--- src/rtl/uart_tx_fifo.sv ---
// Buffered 8N1 serial transmitter: byte FIFO feeding an LSB-first shifter.
// Optional even-parity bit compiled in with `define UART_TX_PARITY_EN.
module uart_tx_fifo #(
    parameter int unsigned CLK_DIV    = 106,
    parameter int unsigned FIFO_DEPTH = 8
) (
    input  logic                          clk,
    input  logic                          resetn,
    input  logic                          in_valid,
    input  logic [7:0]                    in_data,
    output logic                          in_ready,
    output logic                          ser_tx,
    output logic                          busy,
    output logic [$clog2(FIFO_DEPTH):0]   fifo_count
);

    localparam int unsigned PTR_W  = $clog2(FIFO_DEPTH);
    localparam int unsigned CNT_W  = PTR_W + 1;
    localparam int unsigned BAUD_W = $clog2(CLK_DIV);

    localparam logic [2:0] S_IDLE   = 3'd0;
    localparam logic [2:0] S_START  = 3'd1;
    localparam logic [2:0] S_DATA   = 3'd2;
`ifdef UART_TX_PARITY_EN
    localparam logic [2:0] S_PARITY = 3'd3;
`endif
    localparam logic [2:0] S_STOP   = 3'd4;

    logic [2:0]        state_q, state_d;
    logic [BAUD_W-1:0] baud_q, baud_d;
    logic [2:0]        bit_q, bit_d;
    logic [7:0]        shift_q, shift_d;
    logic [PTR_W-1:0]  rd_ptr_q, rd_ptr_d;
    logic [PTR_W-1:0]  wr_ptr_q, wr_ptr_d;
    logic [CNT_W-1:0]  count_q, count_d;
    logic              ser_q, ser_d;
`ifdef UART_TX_PARITY_EN
    logic              parity_q, parity_d;
`endif
    logic [7:0]        mem [FIFO_DEPTH];
    logic              push;
    logic              pop;
    logic              baud_end;

    assign in_ready   = (count_q < CNT_W'(FIFO_DEPTH));
    assign busy       = (state_q != S_IDLE) || (count_q != '0);
    assign fifo_count = count_q;
    assign ser_tx     = ser_q;

    // Storage carries no reset; pointers and count define what is valid.
    always_ff @(posedge clk) begin
        if (push) begin
            mem[wr_ptr_q] <= in_data;
        end
    end

    always_ff @(posedge clk) begin
        if (!resetn) begin
            state_q  <= S_IDLE;
            baud_q   <= '0;
            bit_q    <= '0;
            shift_q  <= '0;
            rd_ptr_q <= '0;
            wr_ptr_q <= '0;
            count_q  <= '0;
            ser_q    <= 1'b1;
`ifdef UART_TX_PARITY_EN
            parity_q <= 1'b0;
`endif
        end else begin
            state_q  <= state_d;
            baud_q   <= baud_d;
            bit_q    <= bit_d;
            shift_q  <= shift_d;
            rd_ptr_q <= rd_ptr_d;
            wr_ptr_q <= wr_ptr_d;
            count_q  <= count_d;
            ser_q    <= ser_d;
`ifdef UART_TX_PARITY_EN
            parity_q <= parity_d;
`endif
        end
    end

    always_comb begin
        state_d  = state_q;
        bit_d    = bit_q;
        shift_d  = shift_q;
        rd_ptr_d = rd_ptr_q;
        pop      = 1'b0;
        push     = in_valid && in_ready;
        baud_end = (baud_q == BAUD_W'(CLK_DIV - 1));
        baud_d   = baud_end ? '0 : baud_q + BAUD_W'(1);
`ifdef UART_TX_PARITY_EN
        parity_d = parity_q;
`endif

        case (state_q)
            S_IDLE: begin
                baud_d = '0;
                if (count_q != '0) begin
                    pop     = 1'b1;
                    state_d = S_START;
                end
            end
            S_START: begin
                if (baud_end) begin
                    state_d = S_DATA;
                end
            end
            S_DATA: begin
                if (baud_end) begin
                    shift_d = shift_q >> 1;
                    if (bit_q == 3'd7) begin
`ifdef UART_TX_PARITY_EN
                        state_d = S_PARITY;
`else
                        state_d = S_STOP;
`endif
                    end else begin
                        bit_d = bit_q + 3'd1;
                    end
                end
            end
`ifdef UART_TX_PARITY_EN
            S_PARITY: begin
                if (baud_end) begin
                    state_d = S_STOP;
                end
            end
`endif
            S_STOP: begin
                // Chain straight into the next start bit when more data waits.
                if (baud_end) begin
                    if (count_q != '0) begin
                        pop     = 1'b1;
                        state_d = S_START;
                    end else begin
                        state_d = S_IDLE;
                    end
                end
            end
            default: begin
                state_d = S_IDLE;
            end
        endcase

        if (pop) begin
            shift_d  = mem[rd_ptr_q];
            bit_d    = '0;
            rd_ptr_d = rd_ptr_q + PTR_W'(1);
`ifdef UART_TX_PARITY_EN
            parity_d = ^mem[rd_ptr_q];
`endif
        end

        wr_ptr_d = push ? wr_ptr_q + PTR_W'(1) : wr_ptr_q;
        count_d  = count_q + CNT_W'(push) - CNT_W'(pop);

        // Line level follows the state being entered so it changes on the edge.
        case (state_d)
            S_START: ser_d = 1'b0;
            S_DATA:  ser_d = shift_d[0];
`ifdef UART_TX_PARITY_EN
            S_PARITY: ser_d = parity_d;
`endif
            default: ser_d = 1'b1;
        endcase
    end

endmodule

--- config.mk ---
export PLATFORM = sky130hd
export DESIGN_NAME = uart_tx_fifo
export DESIGN_NICKNAME = d
export VERILOG_FILES = /design/src/rtl/uart_tx_fifo.sv
export SDC_FILE = /design/constraint.sdc
export NUM_CORES = 1
export LEC_CHECK = 0
export CORE_UTILIZATION = 50
export DETAILED_ROUTE_END_ITERATION = 16
export GPL_TIMING_DRIVEN = 0
export PLACE_DENSITY = 0.68
export SYNTH_ARGS = -nofsm -noshare
export SYNTH_HDL_FRONTEND = slang
export SYNTH_SLANG_ARGS = --single-unit
--- constraint.sdc ---
create_clock -name clk -period 2.8 [get_ports clk]
set_input_delay 0.28 -clock clk [delete_from_list [all_inputs] [get_ports clk]]
set_output_delay 0.28 -clock clk [all_outputs]
set_load 0.03 [all_outputs]
==> flow_summary.yaml <==
clocking:
  cts_tree: "done"
  cts_sinks: 99
  cts_hold_buf: 0
  htreeDepth: 3
  ctsResizeCount: 0
  clock_latency_ps: 350
  max-clock-path-buffers: 2
  root_buffer: "clkbuf_8"
  cts_buffers: 9
  post_cts_buffers: 0
  clk_pin_slew_ps: 100
floorplan:
  start_util_pct: 52.05
  die-area_sq_um: 8493
  core_area_sq_um: 7807
  die_h_um: 92.16
  std_cell_rows: 32
  io_pins: 18
  die_w_um: 92.16
global_route:
  antenna_found_initial: 0
  grt_max_degree: 18
  overflow: 0
  grt_pass1_vias: 2247
  gr-usage-all-layers_pct: 18.37
  grt_pass1_wl_um: 11410
setup_path:
  startpoint: "baud_q[0]"
  cp.required_ps: 3050
  worstReg2RegStart: "baud_q[0]"
  cp_common_cell: "ha_1"
  r2r-end: "fifo_count[1]"
  endpoint: "fifo_count[1]"
  slowest_stage: "or3_1"
  cp.arrival_ps: 2870
  worstRegToRegCells: 9
  slowest_delay_ps: 460
  criticalPathCategory: "reg -> reg"
  r2r_setup_slack_ps: 180
  crit_chain: "ha_1 -> nand4b_4 -> o21a_1 -> buf_2 -> or3_1 -> nand2_1 -> ha_1 -> fa_1 -> and2_1"
  end_kind: "register"
  startpoint_type: "register"
  crit_fanout: 9
route:
  drtIter0Drc: 153
  detail_route.vias_per_cell: 5.559
  drt_wl_total_um: 7158
  vias: 2246
  ant_nets: 0
  drc: 0
  wl_per_cell_um: 17.72
  drtPass1Iterations: 4
cells_and_area:
  layout-drive-gt1-share_pct: 14.90
  multi_input_area_sq_um: 1371
  area.sequential_sq_um: 2623
  final_cells: 404
  area.growth.synth_to_final_pct: 11.95
  num_antenna_cells: 0
  stdcell_area_sq_um: 4549
  n_fill_cell: 622
  nNetsFinal: 319
timing:
  worst_slack_ps: 180.6
  hold_viol_final: 0
  skew_ps: 12.19
  slew_viol_final: 0
  relSlewSlack_pct: 38.69
  fin_crit_sh_pct: 93.55
  tightest_slew_ps: 916.3
  setup_viol: 0
  fin_crit_ps: 2619
  rsz0062_at_grt: "no"
  whs_ps: 493.5
  timing.fmax_mhz: 381.8
synth:
  synthTopCellsByArea: "edfxtp_1 (47%), dfxtp_1 (17%), mux4_2 (8.9%)"
  synthSimpleGateAreaFrac_pct: 9.113
  syn_area_sq_um: 4064
  synth_edf_count: 64
  syn_nets: 291
  synth.mux.area_fraction_pct: 13.55
  synth_common_cells: "edfxtp_1 (64), dfxtp_1 (35), nor2_1 (24)"
  yosysMostFrequentCell: "edfxtp_1"
  synth-seq-cells: 99
  synth_ff_type: "edfxtp_1"
  synth_compound_area_share_pct: 5.111
  synthArstFlopShare_pct: 0
  synthCells: 269
  syn_area_per_cell_sq_um: 15.11
  yosys.area_share.xor_xnor_pct: 2.155
  synth_top_area_cell: "edfxtp_1"
  synth_adder_area_share_pct: 3.571
  yosysSeqAreaShare_pct: 64.53
  ys_types: 44
  synth_top_area_share_pct: 47.29
  synth_top_family_by_area: "multiplexers"
  synth_warnings: 0
power_and_ir_drop:
  power_mw: 3.777
  total_leakage_power_nw: 1.534
  vdd_ir_drop_max_uv: 415.0
  power_density_nw_per_um2: 830.2
placed_design:
  place_area_sq_um: 4372
  io_buffers: 17
  hpwl_um: 4856
  post-place-ws_ps: 195.2
  dp_cells: 388
  gp_congestion: 0.8270
min_path:
  hp-class: "reg -> reg"
job:
  cap_violations: 0
outcome:
  status: "finished, final reports clean"
## through the flow
| step | utilization, % | setup TNS (ps) |
|---|---|---|
| 4_1_cts | 58.27 | 0 |
| 3_3_place_gp | 55.87 | -1297 |
| 5_1_grt | 58.27 | 0 |
| 3_5_place_dp | 55.99 | 0 |
| 6_report | 58.27 | 0 |
| 2_1_floorplan | - | 0 |
## layer usage
metal	vias to the layer above	global-route usage [%]	part of all wire, %
li1	1080	-	-
met1	1119	24.08	44
met2	42	30.47	50
met3	5	4.229	4.5
met4	0	5.729	0.84
met5	-	0	0
## report_power, final
group / switching, mW / leakage, nW / internal, mW
clock network: 0.496 / 0.0900 / 0.339
logic: 0.607 / 0.578 / 0.509
registers: 0.0884 / 0.866 / 1.74
total: 1.19 / 1.53 / 2.58
## placed cells by master, fill, tap and decap left out, drive strengths merged, types with 2 or more instances in the layout
cell type / n
clkdlybuf4s50: 17
or3: 2
xnor2: 5
nand2: 6
edfxtp: 64
nor4: 4
nor2: 24
dfxtp: 35
buf: 6
inv: 10
and2: 3
clkinv: 3
o22ai: 7
nand2b: 7
o21ai: 6
a21oi: 6
ha: 10
a211o: 2
mux4: 16
nor3: 5
xor2: 5
a211oi: 2
nand3: 9
clkbuf: 15
mux2i: 19
## critical path, delay by kind of cell, from the launching register on
kind,cells,cell delay [ps]
AO/OA/AOI/OAI,1,230
AND/OR/NAND/NOR,4,900
buffers and inverters,1,170
flip-flops,1,400
adder cells (fa/ha/maj),3,810
## how the worst min path moves through the flow
stage	start	endpoint	slack, ps	cells past startpoint
5_1_grt	rd_ptr_q[2]	register	510	2
6_report	rd_ptr_q[2]	register	490	2
2_1_floorplan	in_data[0]	mem[0][0]	380	0
3_5_place_dp	baud_q[0]	baud_q[0]	480	1
4_1_cts	rd_ptr_q[2]	register	490	2
3_3_place_gp	rd_ptr_q[2]	rd_ptr_q[2]	460	2
## registers in the layout, indices dropped and copies added, names as in the netlist, named ones only
register,count
wr_ptr_q,3
bit_q,3
fifo_count,4
state_q,3
ser_tx,1
baud_q,7
rd_ptr_q,3
mem,64
shift_q,8
## layout make-up
class / instances / area share, %
sequential: 99 / 57.65
inverter: 8 / 0.6601
timing repair buffer: 17 / 3.740
multi-input combinational: 152 / 30.14
clock buffer: 11 / 2.888
buffer: 10 / 1.100
tap: 102 / 2.805
clock inverter: 5 / 1.018
## cell families (layout without fill, tap and decap cells)
kind of cell,Yosys count,count (layout)
mux,35,35
compound gates,30,30
buf+inv,18,51
fa+ha+maj,11,11
xor+xnor,10,10
flops,99,99
simple gates,66,66
(Power assumes the default switching activity.)
